**src/rtl/drive_arbiter.sv**
```systemverilog
// rtl/drive_arbiter.sv - motor drive arbiter between manual and autonomous paths
// Adds brake dead-time on mode change or reversal and a manual-command watchdog.
module drive_arbiter #(
  parameter int DEADTIME_CYC = 2_500_000,
  parameter int WATCHDOG_CYC = 25_000_000
) (
  input  logic       clk,
  input  logic       rst_n,
  input  logic       manual_on,
  input  logic       auto_on,
  input  logic [8:0] manual_dir,
  input  logic       cmd_strobe,
  input  logic [8:0] auto_dir,
  input  logic       auto_valid,
  output logic [8:0] motor_cmd,
  output logic       motor_en,
  output logic [1:0] state_o,
  output logic       wd_timeout
);

  localparam int MAXC = (DEADTIME_CYC > WATCHDOG_CYC) ? DEADTIME_CYC : WATCHDOG_CYC;
  localparam int CW   = $clog2(MAXC + 1);
  localparam logic [CW-1:0] DT_LOAD = CW'(DEADTIME_CYC - 1);
  localparam logic [CW-1:0] WD_LAST = CW'(WATCHDOG_CYC - 1);
  localparam logic [8:0]    STOP    = 9'h100;

  typedef enum logic [1:0] {
    S_IDLE   = 2'b00,
    S_MANUAL = 2'b01,
    S_AUTO   = 2'b10,
    S_BRAKE  = 2'b11
  } state_t;

  function automatic logic [8:0] classify(input logic [8:0] v);
    if (v != 9'h000 && (v & (v - 9'h001)) == 9'h000) return v;
    return STOP;
  endfunction

  function automatic logic reversal(input logic [8:0] cur, input logic [8:0] nxt);
    logic cf, cr, nf, nr;
    cf = cur[0] | cur[4] | cur[5];
    cr = cur[1] | cur[6] | cur[7];
    nf = nxt[0] | nxt[4] | nxt[5];
    nr = nxt[1] | nxt[6] | nxt[7];
    return (cf & nr) | (cr & nf);
  endfunction

  state_t          state_q, state_d, target_q, target_d, from_q, from_d;
  logic [8:0]      cmd_q, cmd_d, held_q, held_d, pend_q, pend_d;
  logic            pend_valid_q, pend_valid_d, en_q, en_d, wd_q, wd_d;
  logic [CW-1:0]   dt_cnt_q, dt_cnt_d, wd_cnt_q, wd_cnt_d;
  state_t          req;
  logic [8:0]      man_cls, auto_cls;
  logic            wd_expire;

  always_comb begin
    man_cls   = classify(manual_dir);
    auto_cls  = classify(auto_dir);
    req       = manual_on ? S_MANUAL : (auto_on ? S_AUTO : S_IDLE);
    wd_expire = !cmd_strobe && (wd_cnt_q >= WD_LAST);

    state_d      = state_q;
    target_d     = target_q;
    from_d       = from_q;
    cmd_d        = cmd_q;
    held_d       = held_q;
    pend_d       = pend_q;
    pend_valid_d = pend_valid_q;
    en_d         = en_q;
    wd_d         = 1'b0;
    dt_cnt_d     = (dt_cnt_q != '0) ? dt_cnt_q - 1'b1 : '0;
    wd_cnt_d     = (wd_cnt_q != '1) ? wd_cnt_q + 1'b1 : wd_cnt_q;

    case (state_q)
      S_IDLE: begin
        cmd_d        = STOP;
        en_d         = 1'b0;
        pend_valid_d = 1'b0;
        if (req == S_MANUAL) begin
          state_d  = S_MANUAL;
          cmd_d    = man_cls;
          en_d     = 1'b1;
          wd_cnt_d = '0;
        end else if (req == S_AUTO) begin
          state_d = S_AUTO;
          held_d  = auto_valid ? auto_cls : STOP;
          cmd_d   = auto_valid ? auto_cls : STOP;
          en_d    = 1'b1;
        end
      end

      S_MANUAL: begin
        if (req == S_IDLE) begin
          state_d = S_IDLE;
          cmd_d   = STOP;
          en_d    = 1'b0;
        end else if (req == S_AUTO) begin
          state_d      = S_BRAKE;
          target_d     = S_AUTO;
          from_d       = S_MANUAL;
          pend_valid_d = 1'b0;
          cmd_d        = STOP;
          dt_cnt_d     = DT_LOAD;
        end else begin
          if (cmd_strobe) wd_cnt_d = '0;
          if (wd_expire) begin
            wd_d  = 1'b1;
            cmd_d = STOP;
          end else if (reversal(cmd_q, man_cls)) begin
            state_d      = S_BRAKE;
            target_d     = S_MANUAL;
            from_d       = S_MANUAL;
            pend_d       = man_cls;
            pend_valid_d = 1'b1;
            cmd_d        = STOP;
            dt_cnt_d     = DT_LOAD;
          end else begin
            cmd_d = man_cls;
          end
        end
      end

      S_AUTO: begin
        if (req == S_IDLE) begin
          state_d = S_IDLE;
          cmd_d   = STOP;
          en_d    = 1'b0;
        end else if (req == S_MANUAL) begin
          state_d      = S_BRAKE;
          target_d     = S_MANUAL;
          from_d       = S_AUTO;
          pend_valid_d = 1'b0;
          cmd_d        = STOP;
          dt_cnt_d     = DT_LOAD;
        end else if (auto_valid) begin
          if (reversal(cmd_q, auto_cls)) begin
            state_d      = S_BRAKE;
            target_d     = S_AUTO;
            from_d       = S_AUTO;
            pend_d       = auto_cls;
            pend_valid_d = 1'b1;
            cmd_d        = STOP;
            dt_cnt_d     = DT_LOAD;
          end else begin
            held_d = auto_cls;
            cmd_d  = auto_cls;
          end
        end else begin
          cmd_d = held_q;
        end
      end

      default: begin
        cmd_d = STOP;
        en_d  = 1'b1;
        if (req == S_IDLE) begin
          state_d      = S_IDLE;
          en_d         = 1'b0;
          pend_valid_d = 1'b0;
        end else begin
          target_d = req;
          // Newer autonomous commands supersede the one that caused the reversal.
          if (from_q == S_AUTO && auto_valid) begin
            pend_d       = auto_cls;
            pend_valid_d = 1'b1;
          end
          if (dt_cnt_q == '0) begin
            pend_valid_d = 1'b0;
            if (target_q == S_MANUAL) begin
              state_d  = S_MANUAL;
              cmd_d    = man_cls;
              wd_cnt_d = '0;
            end else begin
              state_d = S_AUTO;
              if (auto_valid) begin
                held_d = auto_cls;
                cmd_d  = auto_cls;
              end else if (from_q == S_AUTO && pend_valid_q) begin
                held_d = pend_q;
                cmd_d  = pend_q;
              end else begin
                held_d = STOP;
                cmd_d  = STOP;
              end
            end
          end
        end
      end
    endcase
  end

  always_ff @(posedge clk or negedge rst_n) begin
    if (!rst_n) begin
      state_q      <= S_IDLE;
      target_q     <= S_IDLE;
      from_q       <= S_IDLE;
      cmd_q        <= STOP;
      held_q       <= STOP;
      pend_q       <= STOP;
      pend_valid_q <= 1'b0;
      en_q         <= 1'b0;
      wd_q         <= 1'b0;
      dt_cnt_q     <= '0;
      wd_cnt_q     <= '0;
    end else begin
      state_q      <= state_d;
      target_q     <= target_d;
      from_q       <= from_d;
      cmd_q        <= cmd_d;
      held_q       <= held_d;
      pend_q       <= pend_d;
      pend_valid_q <= pend_valid_d;
      en_q         <= en_d;
      wd_q         <= wd_d;
      dt_cnt_q     <= dt_cnt_d;
      wd_cnt_q     <= wd_cnt_d;
    end
  end

  assign motor_cmd  = cmd_q;
  assign motor_en   = en_q;
  assign state_o    = state_q;
  assign wd_timeout = wd_q;

endmodule

```
**config.mk**
```make
export PLATFORM = sky130hd
export DESIGN_NAME = drive_arbiter
export DESIGN_NICKNAME = d
export VERILOG_FILES = /design/src/rtl/drive_arbiter.sv
export SDC_FILE = /design/constraint.sdc
export NUM_CORES = 1
export LEC_CHECK = 0
export CAP_MARGIN = 20
export CORE_ASPECT_RATIO = 1.25
export CORE_MARGIN = 2
export CORE_UTILIZATION = 60
export CTS_BUF_LIST = sky130_fd_sc_hd__clkbuf_16
export CTS_CLUSTER_SIZE = 12
export DETAILED_ROUTE_END_ITERATION = 8
export PLACE_DENSITY = 0.8
export SYNTH_ARGS = -nofsm -noshare
export SYNTH_HDL_FRONTEND = slang
export SYNTH_SLANG_ARGS = --single-unit
```
**constraint.sdc**
```tcl
create_clock -name clk -period 4 [get_ports clk]
set_input_delay 0.6 -clock clk [delete_from_list [all_inputs] [get_ports clk]]
set_output_delay 0.6 -clock clk [all_outputs]
set_load 0.05 [all_outputs]
```
==> impl_results.md <==
* Status: finished, final reports clean
* Tcrit/Tclk final at 0.841
* GRT Util Overall at 0.294
* Worst hold path type: primary input to async pin
* Fin crit period at 3.36 ns
* Worst path bufs/invs at 1
* Worst-path clk slew at 0.06 ns
* Worst skew pair latency at 0.34 ns
* Post-synth ARST share at 1.00
* Detailed Route Iter0 Violations at 351
* WP data arrival at 3.59 ns
* Synth area leaders: dfrtp_1 39%, nor2_1 5.8%, xnor2_1 4.8%, o21ai_0 4.2%, nand2_1 3.3%
* Yosys reg bits at 86
* Largest stage delay on the critical path at 0.65 ns
* Post-synth top flop: dfrtp_1
* Cells after Synth at 606
* Synth-to-Final Area Change at 13.9%
* CP required at 4.23 ns
* Clk Tree Root Cell: clkbuf_16
* CTS tree: yes
* Post-CTS Hold Fix Bufs at 0
* Routed vias at 4809
* Final wirelength at 13.6 mm
* Unrepaired setup endpoints after global routing: false
* Worst-path fanout max at 8
* Hold Fails Final Rpt at 0
* R2R setup slack at 0.96 ns
* Final nets at 663
* Max Cap Viol at 0
* H-tree depth at 3
* Input/output buffers at 36
* Largest net degree at the start of global routing at 61
* Grt ovf at 0
* Reg2reg end: wd_cnt_q[20]
* Maximum clock rate at 297 MHz
* Per-cell routed wire length at 17.9 µm
* Hpwl dp at 9.69 mm
* CP delay by family, top: simple AND/OR/NAND/NOR gates
* CTS buffer count at 9
* Clock Tree Buf Depth at 2
* Most frequent CP cell: a211o_1
* # rows at 38
* Worst flop-to-flop path startpoint: dt_cnt_q[9]
* Initial Utilization at 0.615
* Syn Nets at 636
* Skew final at 0.00871 ns
* Netlist Area Pre-Place at 5330 µm²
* DRC at 0
* Area share of the largest cell type after synthesis at 0.390
* Slew margin rel. at 0.481
* Area leader, netlist: dfrtp_1
* GP Congestion at 0.930
* Clk sinks at 86
* Synth Warn # at 0
* Crit-path cells: clkdlybuf4s50_1 -> or4_1 -> a211o_1 -> a211o_1 -> o31ai_4 -> nand2_4 -> and3_4 -> or4_4 -> mux2_4
* Core Region at 8650 µm²
* Resize count post-CTS at 0
* Routed Antenna Nets at 0
* Count of flip-flops with a built-in enable after synthesis at 0
* Type of origin of the critical path: primary input
* Post-CTS setup buffer count at 0
* Setup TNS at 0 ns
* Avg Vias per Cell at 6.34
* I/O pins at 37
* Worst-case vdd ir drop at 0.000417 V
* Antenna fix cells at 0
* DIE HEIGHT at 109 µm
* Highest-delay cell along the critical path: or4_1
* Setup CP Type: primary input to register
* Top-count cell post-synth: dfrtp_1
* Power density over the cells at 619 nW/µm²
* Finish-stage setup viols at 0
* Leakage at 2.53 nW
* Worst Tran Pin Value at 0.778 ns
* Vias in the first global route at 4549
* Avg Cell Area, Syn at 8.79 µm²
* Die Width at 88.3 µm
* Share of layout cells above drive strength 1 at 0.0878
* Most frequent cells after synthesis: 83 x dfrtp_1, 82 x nor2_1, 47 x nand2_1
* Netlist cell types at 69
* Fillers at 719
* Initial antenna violation count at 0
* Drt pass-1 iters at 5
* Fin. max-slew vios at 0
* Die area at 9650 µm²
* First-pass GRT wire length at 22.1 mm
* Seq/Total Area, Yosys at 0.405
* Pwr Total at 3.76 mW
* Worst Setup End Kind: register
* FF-to-FF path depth at 8
power breakdown:
group | switching [mW] | total, mW | internal [mW]
clock network | 0.332 | 0.807 | 0.475
registers | 0.175 | 1.27 | 1.10
logic | 1.05 | 1.68 | 0.622
total | 1.56 | 3.76 | 2.19
logic make-up after synthesis:
logic type                 after synthesis  share of synthesized area
xor gates and xnor gates                44                     0.0724
DFF                                     86                      0.405
buffers and inverters                   44                     0.0334
muxes                                   18                     0.0385
AOI/OAI and AO/OA                      145                      0.186
adders and majority gates                7                     0.0160
and+or+nand+nor                        262                      0.249
per-layer routing:
metal / share of wire / vias up / global-route usage
met2: 0.49 / 217 / 0.480
met5: 0 / - / 0
met3: 0.067 / 43 / 0.0480
met1: 0.41 / 2291 / 0.382
li1: - / 2258 / -
met4: 0.036 / 0 / 0.137
layout by cell type (no fill, tap or decap), types with 4 or more instances in the layout:
| cell type | synthesis | layout |
|---|---|---|
| clkdlybuf4s50_1 | 0 | 35 |
| clkbuf_16 | 0 | 9 |
| a32oi_1 | 4 | 4 |
| and3_1 | 10 | 10 |
| nor3b_1 | 5 | 5 |
| a22oi_1 | 11 | 11 |
| ha_1 | 6 | 6 |
| a32o_1 | 4 | 4 |
| dfrtp_1 | 83 | 83 |
| a211o_1 | 4 | 4 |
| buf_4 | 2 | 11 |
| a21oi_1 | 27 | 27 |
| xor2_1 | 15 | 15 |
| nor3_1 | 30 | 30 |
| a211oi_1 | 5 | 5 |
| nand2b_1 | 6 | 6 |
| mux2_2 | 12 | 12 |
| nand2_1 | 47 | 47 |
| o21ai_0 | 45 | 45 |
| and2_1 | 6 | 6 |
| nor2_1 | 82 | 82 |
| a31oi_1 | 7 | 7 |
| or4_1 | 7 | 7 |
| or3_1 | 8 | 8 |
| nor2b_1 | 8 | 8 |
| a221o_1 | 8 | 8 |
| nand3_1 | 21 | 21 |
| nor4_1 | 8 | 8 |
| inv_1 | 13 | 16 |
| xnor2_1 | 29 | 29 |
| a21o_1 | 5 | 5 |
| mux2i_1 | 4 | 4 |
cell type report:
cell class,count,area (µm²),area share
timing repair buffer,46,433,0.0714
inverter,14,52.6,0.00866
sequential,86,2160,0.355
clock inverter,7,58.8,0.00969
multi-input combinational,476,2990,0.493
clock buffer,9,225,0.0371
tap,120,150,0.0247
metrics by stage:
step	cell area (µm²)	worst slack (ns)	std cells	hold WS, ns	utilization
5_1_grt	6070	0.426	758	0.382	0.701
2_1_floorplan	5330	0.946	606	0.304	-
3_3_place_gp	5780	0.401	742	0.456	0.668
4_1_cts	6070	0.662	758	0.367	0.701
3_5_place_dp	5780	0.310	742	0.471	0.668
6_report	6070	0.637	758	0.312	0.701
state kept, by name, indices dropped and copies added, names as in the netlist:
signal / flops
state_o: 2
wd_cnt_q: 25
motor_en: 1
motor_cmd: 9
wd_timeout: 1
pend_valid_q: 1
from_q: 2
target_q: 2
dt_cnt_q: 25
held_q: 9
pend_q: 9
worst max path at each step:
| stage | start | endpoint | slack, ns | cells past startpoint |
|---|---|---|---|---|
| 2_1_floorplan | manual_dir[2] | target_q[0] | 0.95 | 9 |
| 4_1_cts | manual_dir[5] | target_q[1] | 0.66 | 9 |
| 3_5_place_dp | manual_dir[5] | target_q[1] | 0.31 | 9 |
| 3_3_place_gp | manual_dir[5] | target_q[1] | 0.40 | 9 |
| 5_1_grt | manual_dir[5] | motor_cmd[6] | 0.43 | 9 |
| 6_report | manual_dir[5] | target_q[1] | 0.64 | 9 |
Power figures use the tool's default switching activity.
